**src/rtl/fetch_unit.sv**
```systemverilog
// fetch_unit: program counter and fetch control for the 9-bit core, with a loadable
// branch-target LUT, Start/Done handshake and a saturating run-cycle counter.
module fetch_unit #(
    parameter int PC_W   = 10,
    parameter int LUT_AW = 6,
    parameter int CNT_W  = 16
) (
    input  logic              Clk,
    input  logic              Reset,
    input  logic              Start,
    input  logic [PC_W-1:0]   Start_Addr,
    input  logic              branch_en,
    input  logic [LUT_AW-1:0] Branch_idx,
    input  logic              Halt,
    input  logic              Lut_we,
    input  logic [LUT_AW-1:0] Lut_waddr,
    input  logic [PC_W-1:0]   Lut_wdata,
    output logic [PC_W-1:0]   PC,
    output logic              Running,
    output logic              Done,
    output logic [CNT_W-1:0]  Cycle_count
);
    typedef enum logic [1:0] {IDLE, RUN, DONE} state_t;
    state_t state;
    logic [PC_W-1:0] lut [2**LUT_AW];
    logic [PC_W-1:0] target;
    // Combinational read sees the pre-edge entry, so a same-edge write is not forwarded.
    assign target = lut[Branch_idx];
    always_ff @(posedge Clk or posedge Reset) begin
        if (Reset) begin
            for (int i = 0; i < 2**LUT_AW; i++) lut[i] <= '0;
        end else if (Lut_we) begin
            lut[Lut_waddr] <= Lut_wdata;
        end
    end
    always_ff @(posedge Clk or posedge Reset) begin
        if (Reset) begin
            state       <= IDLE;
            PC          <= '0;
            Running     <= 1'b0;
            Done        <= 1'b0;
            Cycle_count <= '0;
        end else begin
            case (state)
                IDLE, DONE: begin
                    if (Start) begin
                        state       <= RUN;
                        PC          <= Start_Addr;
                        Cycle_count <= '0;
                        Running     <= 1'b1;
                        Done        <= 1'b0;
                    end
                end
                RUN: begin
                    Cycle_count <= &Cycle_count ? Cycle_count : Cycle_count + 1'b1;
                    if (Halt) begin
                        state   <= DONE;
                        Running <= 1'b0;
                        Done    <= 1'b1;
                    end else begin
                        PC <= branch_en ? target : PC + 1'b1;
                    end
                end
                default: begin
                    state   <= IDLE;
                    Running <= 1'b0;
                    Done    <= 1'b0;
                end
            endcase
        end
    end
endmodule

```
**config.mk**
```make
export PLATFORM = sky130hd
export DESIGN_NAME = fetch_unit
export DESIGN_NICKNAME = d
export VERILOG_FILES = /design/src/rtl/fetch_unit.sv
export SDC_FILE = /design/constraint.sdc
export NUM_CORES = 1
export LEC_CHECK = 0
export CAP_MARGIN = 20
export CORE_MARGIN = 2
export CORE_UTILIZATION = 56
export DETAILED_ROUTE_END_ITERATION = 8
export PLACE_DENSITY_LB_ADDON = 0.05
export SETUP_SLACK_MARGIN = 0.1
export SYNTH_ARGS = -nofsm -noshare
export SYNTH_HDL_FRONTEND = slang
export SYNTH_SLANG_ARGS = --single-unit
```
**constraint.sdc**
```tcl
create_clock -name Clk -period 23.3 [get_ports Clk]
set_clock_uncertainty 0.05 [all_clocks]
set_input_delay 3.495 -clock Clk [delete_from_list [all_inputs] [get_ports Clk]]
set_output_delay 3.495 -clock Clk [all_outputs]
set_load 0.01 [all_outputs]
```
==> flow_metrics.tcl <==
set metrics [dict create \
    status "finished clean" \
    avgRoutedWirePerCell_um 28.16 \
    synth.largest_area_cell "sky130_fd_sc_hd__dfrtp_1" \
    timing.slew.headroom 0.3037 \
    kind_of_end_point_of_the_critical_path "register" \
    ff_latch_count_synth 669 \
    post_route_wl_mm 81.73 \
    worst_setup_path_start_kind "input pin" \
    boundaryPins 66 \
    antennaDiodeCount 0 \
    drt_drc_violations_left 0 \
    post-cts-setup-buffer-count 0 \
    final_net_count 2145 \
    synthesis.area_um2 31410 \
    ys_seq_area_frac 0.5330 \
    dieHeight_um 240.8 \
    initial_drt_markers 1478 \
    tritoncts "built" \
    fp.dieArea_um2 58000 \
    hold_depth 1 \
    globalplace.congestion 0.9625 \
    layout-drive-gt1-share 0.4568 \
    routed_via_density 6.404 \
    post_cts.resized_instances 0 \
    drt.antenna.violating_nets 0 \
    synth_area_leaders "sky130_fd_sc_hd__dfrtp_1, sky130_fd_sc_hd__mux2_2, sky130_fd_sc_hd__mux4_2, sky130_fd_sc_hd__mux2i_1, sky130_fd_sc_hd__clkbuf_1" \
    initial_antenna_violation_count 4 \
    maxCapViolations 0 \
    worstHoldPathType "reg -> reg" \
    ir_worst_vdd_uv 61.86 \
    number_of_instances_in_the_synthesized_netlist 2087 \
    ys_top_cells_by_count "sky130_fd_sc_hd__dfrtp_1, sky130_fd_sc_hd__mux2_2, sky130_fd_sc_hd__mux4_2" \
    synth.lib_cells_used.distinct 66 \
    detailedPlacementHpwl_mm 51.48 \
    port_buffers 65 \
    final_cells 2902 \
    clock_tree.buffer_depth 3 \
    total_power_mw 3.013 \
    synth.top_cell.area_share 0.5330 \
    fp.coreArea_um2 55310 \
    initial_utilization 0.5679 \
    grt_max_degree 125 \
    first_pass_iters 5 \
    floorplan.die.width_um 240.8 \
    power_leakage_nw 15.99 \
    dpl.cell_count 2775 \
    yosysWarnings 0 \
    track_usage 0.2905 \
    area_growth_pct 10.92 \
    final-setup-viol-count 0 \
    criticalPathCategory "in -> reg" \
    rsz0062_at_grt "no" \
    synth-edff-count 0 \
    cts.htree.levels 3 \
    synth_ff_type "sky130_fd_sc_hd__dfrtp_1" \
    finalMaxSlewViolations 0 \
    num_vias 18583 \
    synthArstFlopShare 1.000 \
    critPathRequiredTime_ps 23690 \
    clkSinkCount 669 \
    power_per_cell_area_nw_per_um2 86.49 \
    first_global_vias 18879 \
    timing.final.crit_period_ps 6819 \
    clock_insertion_delay_worst_skew_ps 610 \
    max_slew.worst_pin.slew_ps 1042 \
    setup_tns_ps 0 \
    rows 86 \
    timing.final.hold_violations 0 \
    cts_hold_repair.buffers 0 \
    synth.avg_cell_area_um2 15.05 \
    timing.fmax_ghz 0.1466 \
    synth_most_common_cell "sky130_fd_sc_hd__dfrtp_1" \
    clockRootBuffer "sky130_fd_sc_hd__clkbuf_16" \
    cp_data_arrival_time_ps 7210 \
    grt_remaining_overflow 0 \
    cts-buffers-inserted 72 \
    synth.net_count 2127 \
    fin_crit_sh 0.2927 \
    grt_first_pass_wirelength_mm 123.3 \
    path_clk_slew_ps 60 \
    rr_worst_depth 5 \
    timing.hold.ws_ps 429.5 \
    worstPathMaxFanout 42 \
]
==> stage by stage <==
step / area (µm²) / util / setup slack, ps
detailed placement: 32380 / 0.5854 / 16010
CTS: 34730 / 0.6280 / 16640
global route: 34840 / 0.6299 / 16250
floorplan: 31410 / - / 1004
finish: 34840 / 0.6299 / 16480
global placement: 32360 / 0.5851 / 15950
==> layout by cell type, fill, tap and decap left out, types with 18 or more instances in the layout <==
cell                              netlist  routed
sky130_fd_sc_hd__buf_4                 27      29
sky130_fd_sc_hd__clkbuf_16              0      75
sky130_fd_sc_hd__clkdlybuf4s50_1        0      50
sky130_fd_sc_hd__dfrtp_1              669     669
sky130_fd_sc_hd__mux2_2               646     646
sky130_fd_sc_hd__mux2i_1               70      70
sky130_fd_sc_hd__mux4_2               149     149
sky130_fd_sc_hd__nand2_1               72      72
sky130_fd_sc_hd__nand2b_1              18      18
sky130_fd_sc_hd__nor2_1                36      36
==> sequential cells by signal (all words and copies together), names as in the netlist <==
| name | cells |
|---|---|
| Done | 1 |
| Running | 1 |
| PC | 10 |
| state | 1 |
| lut | 640 |
| Cycle_count | 16 |
==> logic make-up (layout without fill, tap and decap cells) <==
kind of cell | count (synthesis) | in the layout | share of synthesized area
mux | 878 | 878 | 0.3692
flops | 669 | 669 | 0.5330
simple gates | 259 | 259 | 0.04370
buf+inv | 161 | 228 | 0.02641
compound gates | 109 | 109 | 0.02442
xor+xnor | 9 | 9 | 0.002510
fa+ha+maj | 2 | 2 | 0.0007966
==> report_power, final <==
| part | switching, mW | internal (mW) |
|---|---|---|
| logic | 0.214 | 0.243 |
| registers | 0.0924 | 1.32 |
| clock network | 0.462 | 0.682 |
==> path summary, 6_finish.rpt <==
check | startpoint | endpoint | slack, ps
max | Branch_idx[0] | PC[0]$_DFFE_PP0P_ | 16480
max reg2reg | lut[500]$_DFFE_PP0P_ | PC[0]$_DFFE_PP0P_ | 20600
min | lut[332]$_DFFE_PP0P_ | lut[332]$_DFFE_PP0P_ | 430
min in group asynchronous | Reset | Cycle_count[4]$_DFFE_PP0P_ | 3350
max in group asynchronous | Reset | lut[534]$_DFFE_PP0P_ | 17550
min reg2reg | lut[332]$_DFFE_PP0P_ | lut[332]$_DFFE_PP0P_ | 430
==> worst max-delay path, stage by stage <==
cell and delay [ps]:
sky130_fd_sc_hd__buf_6 380, sky130_fd_sc_hd__buf_4 740, sky130_fd_sc_hd__buf_4 730, sky130_fd_sc_hd__mux4_2 580, sky130_fd_sc_hd__mux2i_1 140, sky130_fd_sc_hd__nor2_1 60, sky130_fd_sc_hd__nor4b_1 830, sky130_fd_sc_hd__nor4_1 150
==> area by class of cell <==
type,instances,area (µm²)
Multi-Input combinational cell,1257,13840
Tap cell,748,935.9
Timing Repair Buffer,99,942.2
Sequential cell,669,16740
Clock buffer,106,2153
Clock inverter,17,198.9
Fill cell,4187,20470
Inverter,6,30.03
==> per-layer routing <==
metal,global-route usage,vias up,wire length (µm)
li1,-,7862,-
met1,0.4194,10056,36220
met2,0.4531,511,38160
met3,0.05833,148,4886
met4,0.08118,6,2428
met5,0,-,41
(Power assumes the default switching activity.)
